File: config.mk
export PLATFORM = sky130hd
export DESIGN_NAME = rsa_modexp
export DESIGN_NICKNAME = d
export VERILOG_FILES = /design/src/rtl/rsa_pkg.sv /design/src/rtl/rsa_modmul.sv /design/src/rtl/rsa_modexp.sv
export SDC_FILE = /design/constraint.sdc
export NUM_CORES = 1
export LEC_CHECK = 0
export ABC_AREA = 1
export CAP_MARGIN = 20
export CELL_PAD_IN_SITES_DETAIL_PLACEMENT = 0
export CELL_PAD_IN_SITES_GLOBAL_PLACEMENT = 2
export CORE_UTILIZATION = 39
export CTS_CLUSTER_SIZE = 20
export DETAILED_ROUTE_END_ITERATION = 7
export GPL_TIMING_DRIVEN = 0
export PLACE_DENSITY = 0.84
export SYNTH_ARGS = -nofsm -noshare
export SYNTH_HDL_FRONTEND = slang
export SYNTH_SLANG_ARGS = --single-unit
File: constraint.sdc
create_clock -name clk -period 43.1 [get_ports clk]
set_input_delay 8.62 -clock clk [delete_from_list [all_inputs] [get_ports clk]]
set_output_delay 8.62 -clock clk [all_outputs]
set_load 0.03 [all_outputs]
File: src/rtl/rsa_pkg.sv
// Shared types and sizing for the modular-exponentiation engine.
// DW is the operand width (two primes' worth), PW the full product width.
package rsa_pkg;

    localparam int DEF_WIDTH = 3;
    localparam int DW        = 2 * DEF_WIDTH;
    localparam int PW        = 4 * DEF_WIDTH;

    typedef enum logic [1:0] {
        IDLE,
        LOAD,
        EXP
    } state_t;

endpackage

File: src/rtl/rsa_modmul.sv
// Combinational modular multiply: m = (a*b) mod n, with x mod 0 defined as 0.
// Zero latency; no flow control.
module rsa_modmul
    import rsa_pkg::*;
#(
    parameter int WIDTH = DEF_WIDTH
) (
    input  logic [2*WIDTH-1:0] a,
    input  logic [2*WIDTH-1:0] b,
    input  logic [2*WIDTH-1:0] n,
    output logic [2*WIDTH-1:0] m
);

    localparam int OP_W   = 2 * WIDTH;
    localparam int PROD_W = 4 * WIDTH;

    logic [PROD_W-1:0] prod;
    logic [PROD_W-1:0] n_ext;

    // Full-width product so nothing is lost before the reduction.
    assign prod  = PROD_W'(a) * PROD_W'(b);
    assign n_ext = PROD_W'(n);

    always_comb begin
        m = '0;
        if (n != '0) begin
            m = OP_W'(prod % n_ext);
        end
    end

endmodule

File: src/rtl/rsa_modexp.sv
// Right-to-left square-and-multiply modexp: out_m = in_c^in_d mod in_n.
// Fixed latency 2*WIDTH+2 cycles from in_valid to out_valid; in_valid ignored while busy.
module rsa_modexp
    import rsa_pkg::*;
#(
    parameter int WIDTH = DEF_WIDTH
) (
    input  logic                 clk,
    input  logic                 rst,
    input  logic                 in_valid,
    input  logic [2*WIDTH-1:0]   in_n,
    input  logic [2*WIDTH-1:0]   in_d,
    input  logic [2*WIDTH-1:0]   in_c,
    output logic                 busy,
    output logic                 out_valid,
    output logic [2*WIDTH-1:0]   out_m
);

    localparam int OP_W  = 2 * WIDTH;
    localparam int CNT_W = $clog2(OP_W + 1);

    state_t            state_q;
    state_t            state_d;
    logic [OP_W-1:0]   n_q;
    logic [OP_W-1:0]   exp_q;
    logic [OP_W-1:0]   base_q;
    logic [OP_W-1:0]   res_q;
    logic [CNT_W-1:0]  cnt_q;

    logic [OP_W-1:0]   mul_a;
    logic [OP_W-1:0]   mul_b;
    logic [OP_W-1:0]   sq_a;
    logic [OP_W-1:0]   mul_p;
    logic [OP_W-1:0]   sq_p;
    logic [OP_W-1:0]   res_next;
    logic              last_bit;

    // In LOAD the multipliers perform the initial reductions: c*1 mod n and 1*1 mod n.
    always_comb begin
        mul_a = res_q;
        mul_b = base_q;
        sq_a  = base_q;
        if (state_q == LOAD) begin
            mul_a = base_q;
            mul_b = OP_W'(1);
            sq_a  = OP_W'(1);
        end
    end

    rsa_modmul #(.WIDTH(WIDTH)) u_mul (
        .a (mul_a),
        .b (mul_b),
        .n (n_q),
        .m (mul_p)
    );

    rsa_modmul #(.WIDTH(WIDTH)) u_sq (
        .a (sq_a),
        .b (sq_a),
        .n (n_q),
        .m (sq_p)
    );

    assign res_next = exp_q[0] ? mul_p : res_q;
    assign last_bit = (state_q == EXP) && (cnt_q == CNT_W'(OP_W - 1));
    assign busy     = (state_q != IDLE);

    always_comb begin
        state_d = state_q;
        case (state_q)
            IDLE:    if (in_valid) state_d = LOAD;
            LOAD:    state_d = EXP;
            EXP:     if (last_bit) state_d = IDLE;
            default: state_d = IDLE;
        endcase
    end

    always_ff @(posedge clk or posedge rst) begin
        if (rst) begin
            state_q <= IDLE;
        end else begin
            state_q <= state_d;
        end
    end

    // The base register holds the raw ciphertext until LOAD reduces it.
    always_ff @(posedge clk or posedge rst) begin
        if (rst) begin
            n_q       <= '0;
            exp_q     <= '0;
            base_q    <= '0;
            res_q     <= '0;
            cnt_q     <= '0;
            out_valid <= 1'b0;
            out_m     <= '0;
        end else begin
            out_valid <= 1'b0;
            out_m     <= '0;
            case (state_q)
                IDLE: begin
                    if (in_valid) begin
                        n_q    <= in_n;
                        exp_q  <= in_d;
                        base_q <= in_c;
                    end
                end
                LOAD: begin
                    base_q <= mul_p;
                    res_q  <= sq_p;
                    cnt_q  <= '0;
                end
                EXP: begin
                    res_q  <= res_next;
                    base_q <= sq_p;
                    exp_q  <= exp_q >> 1;
                    cnt_q  <= cnt_q + CNT_W'(1);
                    if (last_bit) begin
                        out_valid <= 1'b1;
                        out_m     <= res_next;
                    end
                end
                default: ;
            endcase
        end
    end

endmodule
==> metrics.cfg, run 1 <==
[hold_path]
holdPathStages=2
hold_class=reg -> reg

[clocking]
clockRootBuffer=clkbuf_16
htree_num_levels=2
cts_sinks=36
clk_latency_ps=290
cts_setup_buffers=0
clk_pin_slew_ps=50
numCtsBuffers=5
tritoncts=built
cts_buffer_depth=2
hold_buffers=0
post_cts_resized=0

[critical_path]
crit_cells=152
crit_buf_inv=28
cp_common_cell=nand2_1
worstPathArrival_ps=22490
crit_slowest_cell=fa_1
r2r_cells=152
reg2reg_slack_ps=20820
cp_max_fo=10
cp-end-kind=flip-flop
worst-setup-path-type=reg -> reg
required_ps=43310
max_stage_delay_ps=540
critical-path-top-delay-family=simple AND/OR/NAND/NOR gates
cp-start-kind=flip-flop

[placed_design]
gp_congestion=0.830
place_inst=1856
port_buffers=28
dpl.hpwl_um=20300

[sta]
rsz0062_at_grt=false
hold_ws_ps=498
slew_viol_final=0
fin_tns_setup_ps=0
skew_ps=7.62
finalCritPeriodShare_pct=51.7
setup_violations=0
max_freq_mhz=44.9
min_period_ps=22280
hold_viol=0
worst_pin_slew_ps=982
slew_headroom_pct=34.5

[finish]
syn_to_final_growth_pct=9.46
fin_nets=1746
diodes=0
stdcell_count=1865
drive_gt1_share_pct=8.83

[detailed_routing]
vias=9201
drt-pass1-iter-count=5
drt_wl_total_um=24300
via_per_inst=4.93
drc=0
detail-route-antenna-nets=0
drtIter0Drc=306
wl_per_cell_um=13.0

[yosys]
synth_seq_cells=36
synth_area_um2=9850
synthCells=1502
synth_area_leaders=ha_1, nand2_1, dfrtp_1, inv_1, fa_1
ys_seq_area_share_pct=9.15
yosys-top-cells-count=nand2_1, inv_1, ha_1, nor2_1, nand3_1
synth.most_common_cell=nand2_1
ys_warn_count=0
async_flop_share_pct=100
synthFlopType=dfrtp_1
syn_nets=1708
synth_edf_count=0
syn_area_per_cell_um2=6.56
ys_types=56
synth_top_area_share_pct=19.9
synth_top_area_cell=ha_1

[floorplanning]
coreArea_um2=24500
die-area_um2=25900
fp.dieH_um=161
ios=29
die_w_um=161
initial_core_util_pct=40.1
rows=57

[global_routing]
gr-total-overflow=0
antenna_found_initial=0
grt_pass1_vias=8976
grtUsageTotal_pct=19.5
grt_start_max_net_pins=37
grt_pass1_wl_um=41800

[job]
maxCapViolations=0

[outcome]
outcome=complete, no violations

==> worst min-delay path, cell delays in order, from the launching register on <==
cell,delay [ps]
dfrtp_1,340
nand2_1,50
nand3_1,70
==> routing by layer <==
layer | GRT usage, % | vias up | routed length (um)
li1 | - | 4956 | -
met1 | 25.4 | 4164 | 11800
met2 | 36.0 | 72 | 12000
met3 | 1.29 | 9 | 398
met4 | 2.02 | 0 | 128
met5 | 0 | - | 0
==> registers in the layout, indices dropped and copies added, names as in the netlist <==
register	flops
base_q	6
cnt_q	3
exp_q	6
n_q	6
out_m	6
out_valid	1
res_q	6
state_q	2
==> final timing paths <==
check	start	endpoint
max	state_q[1]	base_q[0]
min	res_q[5]	res_q[5]
max reg2reg	state_q[1]	base_q[0]
min reg2reg	res_q[5]	res_q[5]
max in group asynchronous	rst	exp_q[3]
min in group asynchronous	rst	n_q[5]
==> final cells by class <==
class / instances / area, um2
buffer: 15 / 92.6
clock buffer: 6 / 129
clock inverter: 2 / 35.0
fill: 2664 / 13800
inverter: 256 / 963
multi-input combinational: 1195 / 7890
sequential: 36 / 901
tap: 324 / 405
timing repair buffer: 31 / 363
==> metrics by stage <==
step	cell area [um2]	utilization, %	setup slack [ps]
detailed placement	10600	43.2	20730
floorplan	9850	-	23810
global placement	10500	42.9	20780
CTS	10800	43.8	20630
global route	10800	43.9	18110
finish	10800	43.9	20820
==> cells by family after synthesis <==
family / after synthesis / synth area share [%]
AND/OR/NAND/NOR: 697 / 33.5
buffers and inverters: 271 / 10.7
AO/OA/AOI/OAI: 237 / 14.3
adder cells (fa/ha/maj): 185 / 25.6
XOR/XNOR: 76 / 6.76
flip-flops: 36 / 9.15
==> placed cells by master, fill, tap and decap left out, types with 12 or more instances in the layout <==
cell               n
nand2_1          341
inv_1            231
ha_1             157
nor2_1           121
nand3_1           97
o21ai_0           89
a21oi_1           66
xor2_1            46
dfrtp_1           36
xnor2_1           30
nand2_2           29
fa_1              28
clkdlybuf4s50_1   28
nand4_1           25
a21o_1            24
inv_2             20
nand3_2           13
nor2_4            12
Power of run 1 is not shown: default switching activity piles up to over one toggle a cycle in this logic, so the estimate is an artifact.
==> inputs of run 2 (changes only) <==
--- a/config.mk
+++ b/config.mk
@@ -9,11 +9,11 @@
 export CAP_MARGIN = 20
 export CELL_PAD_IN_SITES_DETAIL_PLACEMENT = 0
 export CELL_PAD_IN_SITES_GLOBAL_PLACEMENT = 2
-export CORE_UTILIZATION = 39
+export CORE_UTILIZATION = 33
 export CTS_CLUSTER_SIZE = 20
 export DETAILED_ROUTE_END_ITERATION = 7
 export GPL_TIMING_DRIVEN = 0
-export PLACE_DENSITY = 0.84
+export PLACE_DENSITY = 0.76
 export SYNTH_ARGS = -nofsm -noshare
 export SYNTH_HDL_FRONTEND = slang
 export SYNTH_SLANG_ARGS = --single-unit
==> constraint.sdc (replaced) <==
create_clock -name clk -period 19.8 [get_ports clk]
set_input_delay 3.96 -clock clk [delete_from_list [all_inputs] [get_ports clk]]
set_output_delay 3.96 -clock clk [all_outputs]
set_load 0.03 [all_outputs]
==> run 2 against run 1 <==
Clock skew down 4.7 ps. Setup slack worse by 20000 ps. Routed wire length increased by 16%. Sequential cell count unchanged. Register-to-register slack got worse by 20000 ps. Critical path type unchanged.
==> metrics.cfg, run 2 (synthesis results as in run 1) <==
[clocking]
tritoncts=built
clk_latency_ps=280  ; about the same
cts_buffer_depth=2  ; unchanged
clk_pin_slew_ps=60  ; about the same
htree_num_levels=2  ; unchanged
hold_buffers=0  ; unchanged
numCtsBuffers=5  ; unchanged
clockRootBuffer=clkbuf_16
cts_sinks=36  ; unchanged

[sta]
slew_headroom_pct=47.3  ; +13 points
hold_viol=0  ; unchanged
slew_viol_final=0  ; unchanged
skew_ps=2.93  ; -4.69 ps
rsz0062_at_grt=true
worst_pin_slew_ps=789  ; -193 ps
min_period_ps=19030  ; -3240 ps
max_freq_mhz=52.5  ; +17%
finalCritPeriodShare_pct=96.1  ; +44 points
setup_violations=0  ; unchanged
hold_ws_ps=498  ; -0.622 ps

[detailed_routing]
via_per_inst=4.80  ; -2.8%
drtIter0Drc=312  ; +2.0%
drc=0  ; unchanged
drt_wl_total_um=28200  ; +16%
wl_per_cell_um=13.5  ; +3.6%
detail-route-antenna-nets=0  ; unchanged
vias=10000  ; +9.0%
drt-pass1-iter-count=4  ; -1

[critical_path]
cp-start-kind=flip-flop
r2r_cells=155  ; +2.0%
crit_path_end=base_q[0]
r2r-end=base_q[0]
reg2reg_slack_ps=770  ; -20060 ps
cp_max_fo=8  ; -2
worst-setup-path-type=reg -> reg
max_stage_delay_ps=510  ; -30 ps
cp-startpoint=state_q[0]
required_ps=20010  ; -23300 ps
cp-end-kind=flip-flop
crit_slowest_cell=fa_1
r2r-start=state_q[0]
cp_common_cell=nand2_2
worstPathArrival_ps=19240  ; -3250 ps

[placed_design]
place_inst=1915  ; +3.2%
gp_congestion=0.814  ; -2.0%
port_buffers=28  ; unchanged
dpl.hpwl_um=21000  ; +3.1%

[finish]
diodes=0  ; unchanged
final_common_cell=nand2_1
syn_to_final_growth_pct=40.3
final_cell_mix=nand2_1, inv_1, buf_4
stdcell_count=2090  ; +12%
drive_gt1_share_pct=34.7  ; +26 points
fin_nets=1911  ; +9.5%

[floorplanning]
initial_core_util_pct=33.9  ; -6.2 points
die_w_um=175  ; +8.6%
coreArea_um2=29000  ; +18%
die-area_um2=30500  ; +18%
rows=62  ; +8.8%
ios=29  ; unchanged
fp.dieH_um=175  ; +8.6%

[global_routing]
grt_pass1_wl_um=45100  ; +8.0%
grt_pass1_vias=9416  ; +4.9%
grtUsageTotal_pct=17.7  ; -1.8 points
grt_start_max_net_pins=37  ; unchanged
gr-total-overflow=0  ; unchanged
antenna_found_initial=0  ; unchanged

[job]
maxCapViolations=0  ; unchanged

[outcome]
outcome=complete, no violations

[hold_path]
hold_class=reg -> reg

[run 2: changes by cell type in the layout (fill, tap and decap cells not counted), sizes merged]
| cell | before | now |
|---|---|---|
| inv | 252 | 251 |
| bufbuf | 0 | 1 |
| clkinvlp | 0 | 3 |
| buf | 9 | 171 |
[run 2: worst min-delay path by stage]
| stage | depth (start not counted) | endpoint | start | slack (ps) |
|---|---|---|---|---|
| after global placement | 2 | res_q[5] | res_q[5] | 480 |
| after floorplan | 2 | res_q[5] | res_q[5] | 470 |
| after global routing | 2 | res_q[5] | res_q[5] | 550 |
| final | 2 | res_q[5] | res_q[5] | 500 |
| after CTS | 2 | res_q[5] | res_q[5] | 500 |
| after detailed placement | 2 | res_q[5] | res_q[5] | 480 |
[run 2: per-stage QoR]
step                      setup WS [ps]  area [um2]  utilization [%]  setup TNS, ps
final                               765       13800             47.6              0
after global routing               -485       13800             47.6          -8060
after CTS                          6.20       11600             39.9              0
after detailed placement          -2660       10600             36.7         -46700
after global placement            -2600       10600             36.6         -45470
after floorplan                     507        9850                -              0
[run 2: area by class of cell]
| type | instances | area, um2 |
|---|---|---|
| plain buffers | 15 | 113 |
| clock buffers | 5 | 125 |
| clock inverters | 3 | 42.5 |
| fillers | 3034 | 15200 |
| inverters | 256 | 1030 |
| multi-input cells | 1195 | 9400 |
| flip-flops and latches | 36 | 901 |
| well taps | 384 | 480 |
| repair buffers | 195 | 1710 |
| repair inverters | 1 | 7.51 |
[run 2: what timing repair did]
item	4_1_cts	5_1_grt
gates resized for setup	116	318
endpoints found under the setup margin	18	18
cloned	2	2
buffers inserted	45	116
pin swaps	51	234
[run 2: routing by layer]
metal,wire (um),global-route usage (%),up-vias,part of all wire [%]
met5,0,0,-,0
met4,199,1.88,0,0.70
met3,314,0.936,17,1.1
met2,14300,32.5,58,51
met1,13400,23.4,4662,48
li1,-,-,5290,-
[run 2: critical path: cells and delay by family, from the launching register on]
family | cells | cell delay [ps]
AO/OA/AOI/OAI | 38 | 5030
adder cells (fa/ha/maj) | 17 | 4690
buffers and inverters | 32 | 2290
flip-flops | 1 | 410
AND/OR/NAND/NOR | 68 | 6480
Power of run 2 is left out for the same reason.
==> inputs of run 3 (changes only) <==
--- a/config.mk
+++ b/config.mk
@@ -6,7 +6,7 @@
 export NUM_CORES = 1
 export LEC_CHECK = 0
 export ABC_AREA = 1
-export CAP_MARGIN = 20
+export ABC_CLOCK_PERIOD_IN_PS = 19800
 export CELL_PAD_IN_SITES_DETAIL_PLACEMENT = 0
 export CELL_PAD_IN_SITES_GLOBAL_PLACEMENT = 2
 export CORE_UTILIZATION = 33
==> run 3 against run 2 <==
Global-route usage up 0.084 points. Setup slack got worse by 28 ps. Via count about the same. Routed wire length fell by 0.38%. Register-to-register slack got worse by 30 ps. Worst hold slack got worse by 0.82 ps. Critical path depth is 11 lower. Critical endpoint is now base_q[1].
==> metrics.cfg, run 3 (synthesis results as in run 1) <==
[outcome]
outcome=complete, no violations

[sta]
slew_viol_final=0  ; unchanged
hold_ws_ps=497  ; -0.819 ps
min_period_ps=19060  ; +27.6 ps
worst_pin_slew_ps=1310  ; +525 ps
finalCritPeriodShare_pct=96.3  ; +0.14 points
setup_violations=0  ; unchanged
hold_viol=0  ; unchanged
skew_ps=2.44  ; -0.487 ps
slew_headroom_pct=12.3  ; -35 points
max_freq_mhz=52.5  ; -0.14%
fin_tns_setup_ps=0  ; unchanged
rsz0062_at_grt=true

[global_routing]
grt_pass1_wl_um=45200  ; +0.29%
gr-total-overflow=0  ; unchanged
grtUsageTotal_pct=17.8  ; +0.084 points
grt_pass1_vias=9431  ; +0.16%
grt_start_max_net_pins=37  ; unchanged
antenna_found_initial=0  ; unchanged

[detailed_routing]
drtIter0Drc=318  ; +1.9%
drt-pass1-iter-count=5  ; +1
vias=10000  ; -0.060%
detail-route-antenna-nets=0  ; unchanged
drc=0  ; unchanged
drt_wl_total_um=28100  ; -0.38%
via_per_inst=4.80  ; about the same
wl_per_cell_um=13.5  ; -0.29%

[critical_path]
required_ps=20020  ; about the same
cp-start-kind=flip-flop
cp-end-kind=flip-flop
reg2reg_slack_ps=740  ; -30 ps
max_stage_delay_ps=500  ; about the same
r2r_cells=144  ; -7.1%
crit_slowest_cell=fa_1
worst-setup-path-type=reg -> reg
cp_common_cell=nand2_2
cp_max_fo=8  ; unchanged
worstPathArrival_ps=19280  ; +40 ps

[floorplanning]
coreArea_um2=29000  ; unchanged
initial_core_util_pct=33.9  ; unchanged
fp.dieH_um=175  ; unchanged
rows=62  ; unchanged
die-area_um2=30500  ; unchanged
die_w_um=175  ; unchanged
ios=29  ; unchanged

[finish]
stdcell_count=2088  ; -0.096%
diodes=0  ; unchanged
drive_gt1_share_pct=33.6  ; -1.1 points
n_fill_cell=3051  ; +0.56%
ff_latch_area_um2=901  ; unchanged
final_common_cell=nand2_1
fin_nets=1909  ; -0.10%
final_cell_mix=nand2_1, inv_1, buf_4
syn_to_final_growth_pct=37.3
fin_util_pct=46.6  ; -1.0 points
multi_input_area_um2=9240  ; -1.8%

[placed_design]
port_buffers=28  ; unchanged
place_inst=1914  ; -0.052%
gp_congestion=0.814  ; unchanged
dpl.hpwl_um=20900  ; -0.22%

[clocking]
clockRootBuffer=clkbuf_16
tritoncts=built
hold_buffers=0  ; unchanged
clk_latency_ps=280  ; about the same
clk_pin_slew_ps=50  ; about the same
cts_sinks=36  ; unchanged
htree_num_levels=2  ; unchanged
cts_buffer_depth=2  ; unchanged
numCtsBuffers=5  ; unchanged

[hold_path]
hold_class=reg -> reg
holdPathStages=2  ; unchanged

[job]
maxCapViolations=0  ; unchanged

## run 3: cell type report
| type | count | area share [%] |
|---|---|---|
| timing repair inverter | 1 | 0.0555 |
| buffer | 15 | 0.805 |
| clock buffer | 6 | 0.953 |
| clock inverter | 2 | 0.259 |
| tap | 384 | 3.55 |
| timing repair buffer | 193 | 11.8 |
| inverter | 256 | 7.56 |
| multi-input combinational | 1195 | 68.3 |
| sequential | 36 | 6.66 |
## run 3: metrics by stage
step / worst slack, ps / instance area (um2)
3_5_place_dp: -2720 / 10600
4_1_cts: 2.29 / 11600
2_1_floorplan: 507 / 9850
5_1_grt: -572 / 13500
6_report: 738 / 13500
3_3_place_gp: -2600 / 10600
## run 3: path summary, 6_finish.rpt
path / from / to
max: state_q[0] / base_q[1]
min: res_q[5] / res_q[5]
max reg2reg: state_q[0] / base_q[1]
min reg2reg: res_q[5] / res_q[5]
max in group asynchronous: rst / n_q[4]
min in group asynchronous: rst / exp_q[4]
## run 3: worst max-delay path, delay by kind of cell, from the launching register on
family	cells	cell delay, ps
AND/OR/NAND/NOR	56	4960
buffers and inverters	24	2050
AO/OA/AOI/OAI	46	6290
adder cells (fa/ha/maj)	18	5250
flip-flops	1	400
## run 3: what timing repair did
| action | CTS | global route |
|---|---|---|
| resized for setup | 117 | 292 |
| pin swaps | 51 | 240 |
| endpoints found under the hold margin | 0 | 0 |
| buffers inserted | 50 | 112 |
| endpoints found under the setup margin | 18 | 18 |
| gates cloned | 2 | 2 |
## run 3: per-layer routing
metal,global-route usage (%),up-vias,routed length [um]
met2,31.9,74,14000
met1,24.0,4645,13500
li1,-,5283,-
met3,0.762,19,305
met5,0,-,0
met4,2.46,0,306
Power of run 3 is left out for the same reason.
